$ cat config.mk
export PLATFORM = sky130hd
export DESIGN_NAME = latch_dump_serializer
export DESIGN_NICKNAME = d
export VERILOG_FILES = /design/src/rtl/dbg_pkg.sv /design/src/rtl/dump_word_mux.sv /design/src/rtl/latch_dump_serializer.sv
export SDC_FILE = /design/constraint.sdc
export NUM_CORES = 1
export LEC_CHECK = 0
export ABC_AREA = 1
export CAP_MARGIN = 30
export CORE_ASPECT_RATIO = 1.2
export CORE_MARGIN = 3
export CORE_UTILIZATION = 45
export CTS_CLUSTER_DIAMETER = 40
export DETAILED_ROUTE_END_ITERATION = 8
export PLACE_DENSITY_LB_ADDON = 0.08
export SYNTH_ARGS = -nofsm -noshare
export SYNTH_HDL_FRONTEND = slang
export SYNTH_SLANG_ARGS = --single-unit
$ cat constraint.sdc
create_clock -name i_clk -period 2.7 [get_ports i_clk]
set_clock_uncertainty 0.15 [all_clocks]
set_input_delay 0.675 -clock i_clk [delete_from_list [all_inputs] [get_ports i_clk]]
set_output_delay 0.675 -clock i_clk [all_outputs]
set_load 0.005 [all_outputs]
$ cat src/rtl/dbg_pkg.sv
// Shared debug-dump constants: latch widths, word counts, frame layout and FSM states.
// Frame length depends on the DUMP_CHECKSUM_EN build macro.
package dbg_pkg;

  localparam int unsigned IF_ID_W  = 64;
  localparam int unsigned ID_EX_W  = 139;
  localparam int unsigned EX_MEM_W = 76;
  localparam int unsigned MEM_WB_W = 71;
  localparam int unsigned SNAP_W   = IF_ID_W + ID_EX_W + EX_MEM_W + MEM_WB_W;

  localparam int unsigned IF_ID_LSB  = 0;
  localparam int unsigned ID_EX_LSB  = IF_ID_LSB + IF_ID_W;
  localparam int unsigned EX_MEM_LSB = ID_EX_LSB + ID_EX_W;
  localparam int unsigned MEM_WB_LSB = EX_MEM_LSB + EX_MEM_W;

  localparam int unsigned IF_ID_WORDS  = (IF_ID_W + 31) / 32;
  localparam int unsigned ID_EX_WORDS  = (ID_EX_W + 31) / 32;
  localparam int unsigned EX_MEM_WORDS = (EX_MEM_W + 31) / 32;
  localparam int unsigned MEM_WB_WORDS = (MEM_WB_W + 31) / 32;
  localparam int unsigned DATA_WORDS   = IF_ID_WORDS + ID_EX_WORDS + EX_MEM_WORDS + MEM_WB_WORDS;
  localparam int unsigned PAD_W        = DATA_WORDS * 32;

  localparam logic [15:0] HEADER_TAG_DEFAULT = 16'hA5A5;

`ifdef DUMP_CHECKSUM_EN
  localparam int unsigned PAYLOAD_WORDS = DATA_WORDS + 1;
`else
  localparam int unsigned PAYLOAD_WORDS = DATA_WORDS;
`endif
  localparam int unsigned FRAME_WORDS = PAYLOAD_WORDS + 1;

  localparam int unsigned          IDX_W         = 4;
  localparam logic [IDX_W-1:0]     LAST_DATA_IDX = IDX_W'(DATA_WORDS);
  localparam logic [IDX_W-1:0]     LAST_IDX      = IDX_W'(FRAME_WORDS - 1);

  typedef enum logic [1:0] {StIdle, StSend, StDone} dump_state_e;

endpackage

$ cat src/rtl/dump_word_mux.sv
// Maps (snapshot, word index, checksum) to the 32-bit frame word; zero when not enabled.
module dump_word_mux
  import dbg_pkg::*;
#(
  parameter logic [15:0] HeaderTag = HEADER_TAG_DEFAULT
) (
  input  logic              en_i,
  input  logic [SNAP_W-1:0] snap_i,
  input  logic [IDX_W-1:0]  idx_i,
  input  logic [31:0]       csum_i,
  output logic [31:0]       data_o
);

  logic [PAD_W-1:0] padded;
  logic [IDX_W-1:0] pidx;

  // Each field zero-extended to whole words, laid out LSB-first in frame order.
  assign padded = {
    {(MEM_WB_WORDS * 32 - MEM_WB_W){1'b0}}, snap_i[MEM_WB_LSB +: MEM_WB_W],
    {(EX_MEM_WORDS * 32 - EX_MEM_W){1'b0}}, snap_i[EX_MEM_LSB +: EX_MEM_W],
    {(ID_EX_WORDS * 32 - ID_EX_W){1'b0}},   snap_i[ID_EX_LSB +: ID_EX_W],
    snap_i[IF_ID_LSB +: IF_ID_W]
  };

  always_comb begin
    data_o = '0;
    pidx   = idx_i - 1'b1;
    if (en_i) begin
      if (idx_i == '0) begin
        data_o = {HeaderTag, 8'h00, 8'(PAYLOAD_WORDS)};
      end else if (idx_i <= LAST_DATA_IDX) begin
        data_o = padded[{pidx, 5'b0} +: 32];
      end else begin
        data_o = csum_i;
      end
    end
  end

endmodule

$ cat src/rtl/latch_dump_serializer.sv
// Snapshots the four pipeline latches on request and streams them as a framed word
// sequence into the TX FIFO. Build macro DUMP_CHECKSUM_EN appends an XOR checksum word.
module latch_dump_serializer
  import dbg_pkg::*;
#(
  parameter int unsigned WORD_BITS  = 32,
  parameter logic [15:0] HEADER_TAG = HEADER_TAG_DEFAULT
) (
  input  logic                 i_clk,
  input  logic                 i_reset,
  input  logic                 i_start,
  input  logic [IF_ID_W-1:0]   i_IF_ID_latch,
  input  logic [ID_EX_W-1:0]   i_ID_EX_latch,
  input  logic [EX_MEM_W-1:0]  i_EX_MEM_latch,
  input  logic [MEM_WB_W-1:0]  i_MEM_WB_latch,
  input  logic                 i_fifo_full,
  output logic [WORD_BITS-1:0] o_data,
  output logic                 o_write_en,
  output logic                 o_busy,
  output logic                 o_done
);

  dump_state_e       state_q, state_d;
  logic [IDX_W-1:0]  idx_q, idx_d;
  logic [SNAP_W-1:0] snap_q, snap_d;
  logic [31:0]       csum_word;

  always_comb begin
    state_d    = state_q;
    idx_d      = idx_q;
    snap_d     = snap_q;
    o_write_en = 1'b0;
    o_busy     = 1'b0;
    o_done     = 1'b0;
    unique case (state_q)
      StIdle: begin
        if (i_start) begin
          snap_d  = {i_MEM_WB_latch, i_EX_MEM_latch, i_ID_EX_latch, i_IF_ID_latch};
          idx_d   = '0;
          state_d = StSend;
        end
      end
      StSend: begin
        o_busy     = 1'b1;
        o_write_en = !i_fifo_full;
        if (o_write_en) begin
          if (idx_q == LAST_IDX) state_d = StDone;
          else                   idx_d   = idx_q + 1'b1;
        end
      end
      StDone: begin
        o_done  = 1'b1;
        state_d = StIdle;
      end
      default: state_d = StIdle;
    endcase
  end

  always_ff @(posedge i_clk) begin
    if (i_reset) begin
      state_q <= StIdle;
      idx_q   <= '0;
      snap_q  <= '0;
    end else begin
      state_q <= state_d;
      idx_q   <= idx_d;
      snap_q  <= snap_d;
    end
  end

`ifdef DUMP_CHECKSUM_EN
  logic [31:0] csum_q, csum_d;

  // Accumulates every word actually written, excluding the checksum word itself.
  always_comb begin
    csum_d = csum_q;
    if (state_q == StIdle && i_start) begin
      csum_d = '0;
    end else if (o_write_en && idx_q != LAST_IDX) begin
      csum_d = csum_q ^ o_data;
    end
  end

  always_ff @(posedge i_clk) begin
    if (i_reset) csum_q <= '0;
    else         csum_q <= csum_d;
  end

  assign csum_word = csum_q;
`else
  assign csum_word = '0;
`endif

  dump_word_mux #(
    .HeaderTag (HEADER_TAG)
  ) u_word_mux (
    .en_i   (state_q == StSend),
    .snap_i (snap_q),
    .idx_i  (idx_q),
    .csum_i (csum_word),
    .data_o (o_data)
  );

endmodule

Word level (Yosys, flattened, before mapping)
Index checks and enable logic that the tools add are counted.
{"block": "word_totals", "reg_bits": 356, "input_bits": 354, "output_inout_bits": 35, "wordCells": 35}
{"block": "classes", "n_addsub": 2, "magnitude_cmp": 1, "n_eq_ne": 7, "n_shift": 1, "muxes": 14, "reduce_logical": 7}
{"op": "416-bit by 10-bit variable part select with 32-bit output", "count": 1}
{"op": "32-bit two-way mux", "count": 3}
{"op": "4-bit two-way mux", "count": 3}
{"op": "2-bit inequality test, second input constant", "count": 4}
{"op": "4-bit case mux with 2 select lines", "count": 1}
{"op": "2-bit two-way mux", "count": 3}
{"op": "4-bit by 1-bit adder with 4-bit output, second input constant", "count": 1}
{"op": "4-bit equality test, second input constant", "count": 1}
{"op": "4-bit less-or-equal comparator, second input constant", "count": 1}
{"op": "4-bit logical NOT", "count": 1}
{"op": "2-bit case mux with 2 select lines", "count": 1}
{"op": "4-bit AND reduction", "count": 1}
{"op": "4-bit by 1-bit subtractor with 4-bit output, second input constant", "count": 1}
{"op": "1-bit two-way mux", "count": 3}
{"op": "3-bit AND reduction", "count": 1}
{"op": "2-bit by 1-bit equality test with 1-bit output, second input constant", "count": 1}
{"op": "2-bit equality test, second input constant", "count": 1}
{"op": "2-bit logical NOT", "count": 1}
{"op": "2-bit AND reduction", "count": 1}
{"op": "2-bit nonzero test", "count": 1}
{"op": "1-bit logical NOT", "count": 1}

Depth between registers and ports, before layout
Gate-level depths: netlist (run 1).
{"block": "logic_depth", "ltp_word": 5, "depth_mapped": 14, "mapped_depth_nobuf": 11}

Hierarchy
From an unflattened synthesis (run 1), not the netlist that was laid out.
{"block": "unflattened", "cells_unflattened": 2447, "area_unflattened_um2": 16490.8}
{"module": "latch_dump_serializer", "n_inst": 1, "cells_each": 1575, "area_each_um2": 12399.4, "seq_area_each_um2": 7126.8}
{"module": "dump_word_mux", "n_inst": 1, "cells_each": 872, "area_each_um2": 4091.4, "seq_area_each_um2": 0.0}

Worst setup path before layout (run 1)
Ideal clock, no wire load.
{"block": "synth_path", "path_type": "register to output", "start": "reg idx_q[0]", "end": "out o_data[10]", "t_arrival_ns": 1.987, "required_ns": 1.875, "setup_slack_ns": -0.112, "stages_incl_launch_ff": 14, "n_path_buf": 4, "path_cell_list": "dfxtp_1 > buf_4 > inv_4 > buf_6 > buf_4 > ha_1 > inv_2 > clkbuf_1 > o211ai_1 > nand2_1 > nand2_1 > nand2_1 > nand2_1 > nor2_1"}
{"block": "synth_via", "elab_chain_cells": 5, "elab_cells_between_ends": 7, "cone_classes": "add/sub: 1; order compare: 1; shift: 1; mux: 3; reduce/logical: 1"}
{"item": "start, declared", "line": "latch_dump_serializer.sv:24", "source": "logic [IDX_W-1:0] idx_q, idx_d;"}
{"item": "start signal, assigned", "line": "latch_dump_serializer.sv:66", "source": "idx_q <= idx_d;"}
{"item": "4-bit by 1-bit subtractor with 4-bit output", "line": "dump_word_mux.sv:27", "source": "pidx = idx_i - 1'b1;"}
{"item": "416-bit by 10-bit variable part select with 32-bit output", "line": "dump_word_mux.sv:32", "source": "data_o = padded[{pidx, 5'b0} +: 32];"}
{"item": "32-bit two-way mux", "line": "dump_word_mux.sv:31", "source": "end else if (idx_i <= LAST_DATA_IDX) begin"}
{"item": "32-bit two-way mux (*)", "line": "dump_word_mux.sv:29", "source": "if (idx_i == '0) begin"}
{"item": "32-bit two-way mux (*)", "line": "dump_word_mux.sv:28", "source": "if (en_i) begin"}
{"item": "end, declared", "line": "latch_dump_serializer.sv:17", "source": "output logic [WORD_BITS-1:0] o_data,"}
Every way passes the cells marked *; elsewhere a longest branch is shown, timed or not.

Final worst setup path (run 1)
{"block": "layout_path", "start": "reg idx_q[1]", "end": "out o_data[27]"}
The elaborated chain is that of the path after synthesis.

==> results of run 1 <==
==> logic make-up after synthesis <==
| logic type | count (synthesis) | synth area share, % |
|---|---|---|
| and+or+nand+nor | 905 | 22.9 |
| buffers and inverters | 535 | 13.5 |
| adders and majority gates | 4 | 0.312 |
| DFF | 356 | 44.5 |
| AOI/OAI and AO/OA | 597 | 18.8 |
==> state kept, by name, summed over array words and instances, names as in the netlist <==
| register | count |
|---|---|
| idx_q | 4 |
| state_q | 2 |
| snap_q | 350 |
==> worst max-delay path, cell delays in order (launching register included) <==
cell     delay (ps)
dfxtp_2         350
inv_4            50
ha_4            360
inv_12           80
buf_12          150
buf_8           120
buf_6           120
o21ai_0          60
o21ai_1          90
nor2_1           90
nor2_1           60
nor2_1          130
buf_2           140
==> final cells by class <==
| cell class | count | area, sq um | area share (%) |
|---|---|---|---|
| inverter | 367 | 1420 | 5.94 |
| clock buffer | 57 | 1240 | 5.20 |
| clock inverter | 19 | 262 | 1.10 |
| timing repair buffer | 501 | 5460 | 22.9 |
| tap | 462 | 578 | 2.42 |
| sequential | 356 | 7130 | 29.9 |
| multi-input combinational | 1506 | 7750 | 32.5 |
| antenna | 2 | 5.00 | 0.0210 |
==> per-layer routing <==
metal	vias up	routed length, um	share of wire (%)
li1	8300	-	-
met1	7819	24700	41
met2	777	27600	46
met3	149	4750	7.9
met4	0	3040	5.1
met5	-	0	0
==> worst paths after layout <==
kind	to	cells past startpoint	slack, ps	from
max reg2reg	snap_q[334]	6	770	state_q[0]
min	snap_q[172]	2	300	snap_q[172]
min reg2reg	snap_q[172]	2	300	snap_q[172]
max	o_data[27]	12	-480	idx_q[1]
==> Yosys cell counts, types with 4 or more instances <==
master | count | area [sq um]
nand2_1 | 629 | 2360
inv_1 | 358 | 1340
buf_2 | 79 | 395
buf_1 | 5 | 18.8
o21ai_0 | 403 | 2020
ha_1 | 4 | 50.1
buf_6 | 4 | 45.0
nor2_1 | 79 | 297
clkbuf_1 | 73 | 274
o21ai_1 | 26 | 130
inv_2 | 8 | 30.0
nand3_1 | 188 | 941
a21oi_1 | 158 | 791
dfxtp_1 | 356 | 7130
o211ai_1 | 10 | 75.1
buf_4 | 7 | 52.6
==> through the flow <==
step | cells | hold slack, ps | TNS (ps)
6_report | 3270 | 299 | -12830
5_1_grt | 3270 | 317 | -15080
4_1_cts | 3263 | 298 | -12430
3_5_place_dp | 3155 | 290 | -8900
3_3_place_gp | 3155 | 284 | -7870
2_1_floorplan | 2397 | 274 | 0
==> timing repair <==
action | 4_1_cts | 5_1_grt
setup endpoints to repair | 32 | 34
pin swaps | 75 | 66
resized for setup | 330 | 117
setup buffers | 22 | 6
cloned | 13 | 3
endpoints found under the hold margin | 0 | 0
==> report_power, final <==
group / internal, mW / switching (mW)
clock: 3.73 / 2.34
sequential: 5.68 / 0.176
combinational: 1.99 / 2.48
total: 11.4 / 5.00
==> results by group, run 1 <==
Status
  – Status: complete, but fails checks
  – Failing checks: setup timing

Global routing
  – Busiest grt layer: met2
  – Grt met1 use: 39.9%
  – Met3 usage: 5.14%
  – Initial antenna violation count: 2
  – Largest net degree at the start of global routing: 106
  – First-pass GRT wire length: 90.1 mm
  – GRT Util Overall: 30.5%
  – Total gr overflow: 0
  – Vias in the first global route: 16.6k
  – Grt met2 use: 49.2%

Worst setup path
  – Startpoint types: register
  – CP endpoint kind: output port
  – WS Path Type: register to output port
  – Worst Path Max Fanout: 8
  – Arr. time, crit path: 2360 ps
  – Critical Path RT: 1880 ps

Timing
  – Post-route setup slack: -485 ps
  – Final Setup Violations: 32
  – Slew @ Worst Pin: 463 ps
  – RSZ-0062 raised after global routing: yes
  – Fin. max-slew vios: 0
  – Final Hold Fails: 0
  – Shortest period the worst path allows: 3180 ps
  – Slew margin rel.: 68.8%
  – Fmax: 314 MHz
  – Period utilization: 118%

Pwr
  – VDD IR max: 0.000394 V
  – Design Power: 16.4 mW
  – Power per cell area: 688 nW/um^2
  – Leakage power: 10.3 nW

Layout
  – Syn-to-layout area delta: 48.9%
  – Nets: 3133
  – Finished Cell Area: 23900 sq um
  – Share of cells above drive strength 1: 15.1%
  – Final design utilization: 68.1%
  – Most frequent cells in the layout: 595 x nand2_1, 376 x o21ai_0, 356 x inv_1
  – Fillcell total: 2901
  – Commonest non-fill, non-tap cell in the layout: nand2_1

Floorplanning
  – Initial core utilization: 45.8%
  – I/O pin count: 389
  – Die X: 178 um
  – Die height: 213 um
  – Site row count: 75
  – Core area: 35000 sq um
  – DIE AREA: 37900 sq um

Synth
  – YS warnings: 0
  – Mapped Area: 16000 sq um
  – Sequential element share of the synthesized area: 44.5%
  – Cell variety after synth: 22
  – Synthesized flop and latch total: 356
  – Post-synth EDFFs: 0
  – Top_reg_cell synth: dfxtp_1
  – Syn nets: 2755
  – Post-synth ARST share: 0%
  – Avg Inst Size Synth: 6.68 sq um
  – Syn Inst Count: 2397

Drt
  – Via count: 17.0k
  – ANT nets after route: 0
  – DRC: 0
  – DRT iter0 DRCs: 1401
  – Post-Route WL: 60.1 mm
  – Routed WL per cell: 18.4 um
  – Initial DRT Pass Iterations: 6
  – Via density: 5.21

Min path
  – Worst hold path type: register to register

Place
  – Dpl cell area: 20700 sq um
  – Detailed-placement wirelength estimate: 40.9 mm
  – # port buffers: 388
  – GPL Wtd Cong: 0.963
  – Place WS: -369 ps

Clock network
  – CTS Buf Count: 43
  – Clock transition at path regs: 60 ps
  – # hold bufs at CTS: 0
  – Clock tree from TritonCTS: done
  – Clk_lat worst skew: 540 ps
  – Clock buffer depth: 3
  – Clock Sinks: 356
  – H-tree level count: 2
  – Root Buffer: clkbuf_16

Flow run
  – Max_cap viols: 0
No activity file was read; power rests on OpenSTA's default activity.
==> run 2, diff against run 1 <==
--- a/config.mk
+++ b/config.mk
@@ -6,5 +6,4 @@
 export NUM_CORES = 1
 export LEC_CHECK = 0
-export ABC_AREA = 1
 export CAP_MARGIN = 30
 export CORE_ASPECT_RATIO = 1.2
==> constraint.sdc (replaced) <==
create_clock -name i_clk -period 2.7 [get_ports i_clk]
set_clock_uncertainty 0.15 [all_clocks]
set_input_delay 0.405 -clock i_clk [delete_from_list [all_inputs] [get_ports i_clk]]
set_output_delay 0.405 -clock i_clk [all_outputs]
set_load 0.005 [all_outputs]
==> run 2 against run 1 <==
  * Clock-buffer cell count decreased by 8
  * Register-to-register slack got worse by 140 ps
  * Power decreased by 11%
  * Synthesized cell count decreased by 16%
  * Non-clock buffer count increased by 49
  * Cell count decreased by 10%
  * The run still ends with setup timing left
  * Clock power decreased by 3.6%
  * Critical endpoint is now o_data[29]
  * Area after synthesis decreased by 4.1%
  * First-iteration DRC count increased by 2.3%
  * Core utilization increased by 0.81 points
  * Sequential power decreased by 1%
  * Worst setup slack improved by 12 ps
==> results by group, run 2 <==
Status
  – Status: complete, but fails checks
  – Failing checks: setup timing

Global routing
  – Largest net degree at the start of global routing: 96
  – GRT Util Overall: 28.6%
  – Initial antenna violation count: 6
  – First-pass GRT wire length: 83.2 mm
  – Vias in the first global route: 15.1k
  – Total gr overflow: 0

Clock network
  – H-tree level count: 2
  – Clock buffer depth: 3
  – Clock Sinks: 356
  – Clock transition at path regs: 60 ps
  – CTS Buf Count: 43
  – Clk_lat worst skew: 550 ps
  – Root Buffer: clkbuf_16
  – # hold bufs at CTS: 0
  – Clock tree from TritonCTS: done

Floorplanning
  – Core area: 33400 sq um
  – Die X: 175 um
  – DIE AREA: 36400 sq um
  – I/O pin count: 389
  – Site row count: 73
  – Die height: 208 um
  – Initial core utilization: 46.0%

Place
  – Placed cell count: 2792
  – Detailed-placement wirelength estimate: 38.0 mm
  – # port buffers: 388
  – GPL Wtd Cong: 0.944

Worst setup path
  – Startpoint types: register
  – Worst path most repeated cell: buf_6
  – Worst Path Max Fanout: 6
  – CP endpoint kind: output port
  – Critical Path RT: 2140 ps
  – WS Path Type: register to output port
  – Slowest CP cell: dfxtp_4
  – CP cell instances: inv_6 > buf_6 > ha_4 > buf_12 > buf_4 > nor2_4 > buf_6 > buf_6 > buf_6 > a21oi_2 > o21a_1 > a21oi_1 > buf_2
  – Slowest stage delay, CP: 360 ps
  – Worst Path Buf+Inv: 8
  – Arr. time, crit path: 2620 ps
  – Delay-heaviest family, CP: buffers and inverters

Synth
  – Post-synth EDFFs: 0
  – Top cells by area, synth: dfxtp_1 46%, nand2_1 20%, a21oi_1 13%
  – Syn nets: 2369
  – Avg Inst Size Synth: 7.64 sq um
  – Most frequent cell after synthesis: nand2_1
  – Commonest cells in the netlist: 824 x nand2_1, 393 x a21oi_1, 356 x dfxtp_1
  – Syn Inst Count: 2011
  – Largest family of logic cells by synthesized area: simple AND/OR/NAND/NOR gates
  – Mapped Area: 15400 sq um
  – YS warnings: 0
  – Post-synth ARST share: 0%
  – Post-Synth XOR/XNOR Area: 0.383%
  – Yosys top cell area share: 46.4%
  – Sequential element share of the synthesized area: 46.4%
  – Post-synthesis compound-gate area fraction: 16.8%
  – Simple-gate share of the synthesized area: 23.2%
  – Synthesized flop and latch total: 356
  – Top_reg_cell synth: dfxtp_1
  – Multiplexer area fraction after synthesis: 7.78%
  – Cell variety after synth: 42
  – Largest area contributor in the netlist: dfxtp_1
  – Adder-cell share of the synthesized area: 0.326%

Drt
  – Initial DRT Pass Iterations: 6
  – ANT nets after route: 0
  – DRT iter0 DRCs: 1433
  – Routed WL per cell: 18.7 um
  – Via count: 15.7k
  – Post-Route WL: 54.6 mm
  – Via density: 5.35
  – DRC: 0

Timing
  – Fin. max-slew vios: 0
  – Final Hold Slack: 124 ps
  – Period utilization: 118%
  – Slew @ Worst Pin: 851 ps
  – RSZ-0062 raised after global routing: yes
  – Final Setup Violations: 32
  – Shortest period the worst path allows: 3170 ps
  – Slew margin rel.: 42.7%
  – Final Hold Fails: 0
  – Post-route setup slack: -473 ps
  – Fmax: 315 MHz

Flow run
  – Max_cap viols: 0

Layout
  – Largest Register: snap_q
  – Final instance count without filler cells: 2927
  – Regs by FF count: snap_q (350), idx_q (4), state_q (2)
  – Largest register FFs: 350
  – Fillcell total: 2749
  – Nets: 2799
  – Most frequent cells in the layout: 810 x nand2_1, 361 x a21oi_1, 355 x clkdlybuf4s50_1
  – Syn-to-layout area delta: 50.0%
  – Share of cells above drive strength 1: 17.9%
  – Commonest non-fill, non-tap cell in the layout: nand2_1

Pwr
  – Leakage power: 8.66 nW
  – VDD IR max: 0.000413 V
  – Power per cell area: 631 nW/um^2

Min path
  – Worst hold path type: input port to register
## run 2: cell types whose count changed after synthesis, moves of 18 or more
| cell | previous run | this run |
|---|---|---|
| o21ai_1 | 26 | 8 |
| nor2_1 | 79 | 33 |
| o21ai_0 | 403 | 16 |
| a21oi_1 | 158 | 393 |
| mux4_2 | 0 | 34 |
| buf_2 | 79 | 40 |
| mux2i_1 | 0 | 43 |
| clkbuf_1 | 73 | 105 |
| nand3_1 | 188 | 35 |
| inv_1 | 358 | 7 |
| nand2_1 | 629 | 824 |
## run 2: cell type report
| type | instances | area, sq um | area share (%) |
|---|---|---|---|
| Clock inverter | 27 | 288 | 1.25 |
| Clock buffer | 49 | 1160 | 5.04 |
| Inverter | 9 | 38.8 | 0.168 |
| Sequential cell | 356 | 7130 | 30.9 |
| Tap cell | 450 | 563 | 2.44 |
| Multi-Input combinational cell | 1481 | 8200 | 35.6 |
| Antenna cell | 5 | 12.5 | 0.0543 |
| Timing Repair Buffer | 550 | 5660 | 24.5 |
## run 2: kinds of logic after synthesis
| kind of cell | after synthesis |
|---|---|
| AND/OR/NAND/NOR | 920 |
| AO/OA/AOI/OAI | 475 |
| flip-flops | 356 |
| buffers and inverters | 174 |
| multiplexers | 77 |
| XOR/XNOR | 5 |
| adder cells (fa/ha/maj) | 4 |
## run 2: power by group
group	switching (mW)	internal, mW
logic	1.42	1.49
registers	0.203	5.58
clock network	2.35	3.50
total	3.97	10.6
## run 2: path summary, 6_finish.rpt
| check | cells after the start | slack (ps) | endpoint | start |
|---|---|---|---|---|
| worst min-delay path | 2 | 120 | idx_q[1] | i_reset |
| worst max-delay path | 13 | -470 | o_data[29] | idx_q[0] |
| worst max register to register | 10 | 630 | idx_q[3] | idx_q[1] |
| worst min register to register | 2 | 300 | snap_q[300] | snap_q[300] |
## run 2: what timing repair did
action | 4_1_cts | 5_1_grt
resized for setup | 273 | 77
setup endpoints to repair | 32 | 32
buffers inserted | 41 | 16
cloned | 8 | 1
pin swaps | 36 | 53
endpoints found under the hold margin | 0 | 0
## run 2: worst register-to-register path, delay by kind of cell (launching register included)
family                   cells  cell delay [ps]
flip-flops                   1              320
AND/OR/NAND/NOR              3              380
AO/OA/AOI/OAI                1              450
adder cells (fa/ha/maj)      1              160
XOR/XNOR                     1              140
buffers and inverters        4              390
## run 2: stage by stage
stage	cell area (sq um)	power, mW	setup TNS [ps]	setup WS, ps	util, %
CTS	22700	14.5	-12510	-513	67.8
detailed placement	20300	8.29	-10120	-388	60.7
global placement	20300	8.26	-9150	-393	60.7
floorplan	15500	7.07	-40.2	-39.2	-
finish	23100	14.5	-12230	-473	69.0
global route	23100	15.1	-14690	-579	69.0
## run 2: routing by layer
metal / global-route usage (%) / up-vias / part of all wire [%]
met4: 9.41 / 2 / 2.9
met1: 39.5 / 7360 / 43
li1: - / 7564 / -
met3: 5.84 / 101 / 8.0
met2: 45.0 / 630 / 46
met5: 0 / - / 0.033
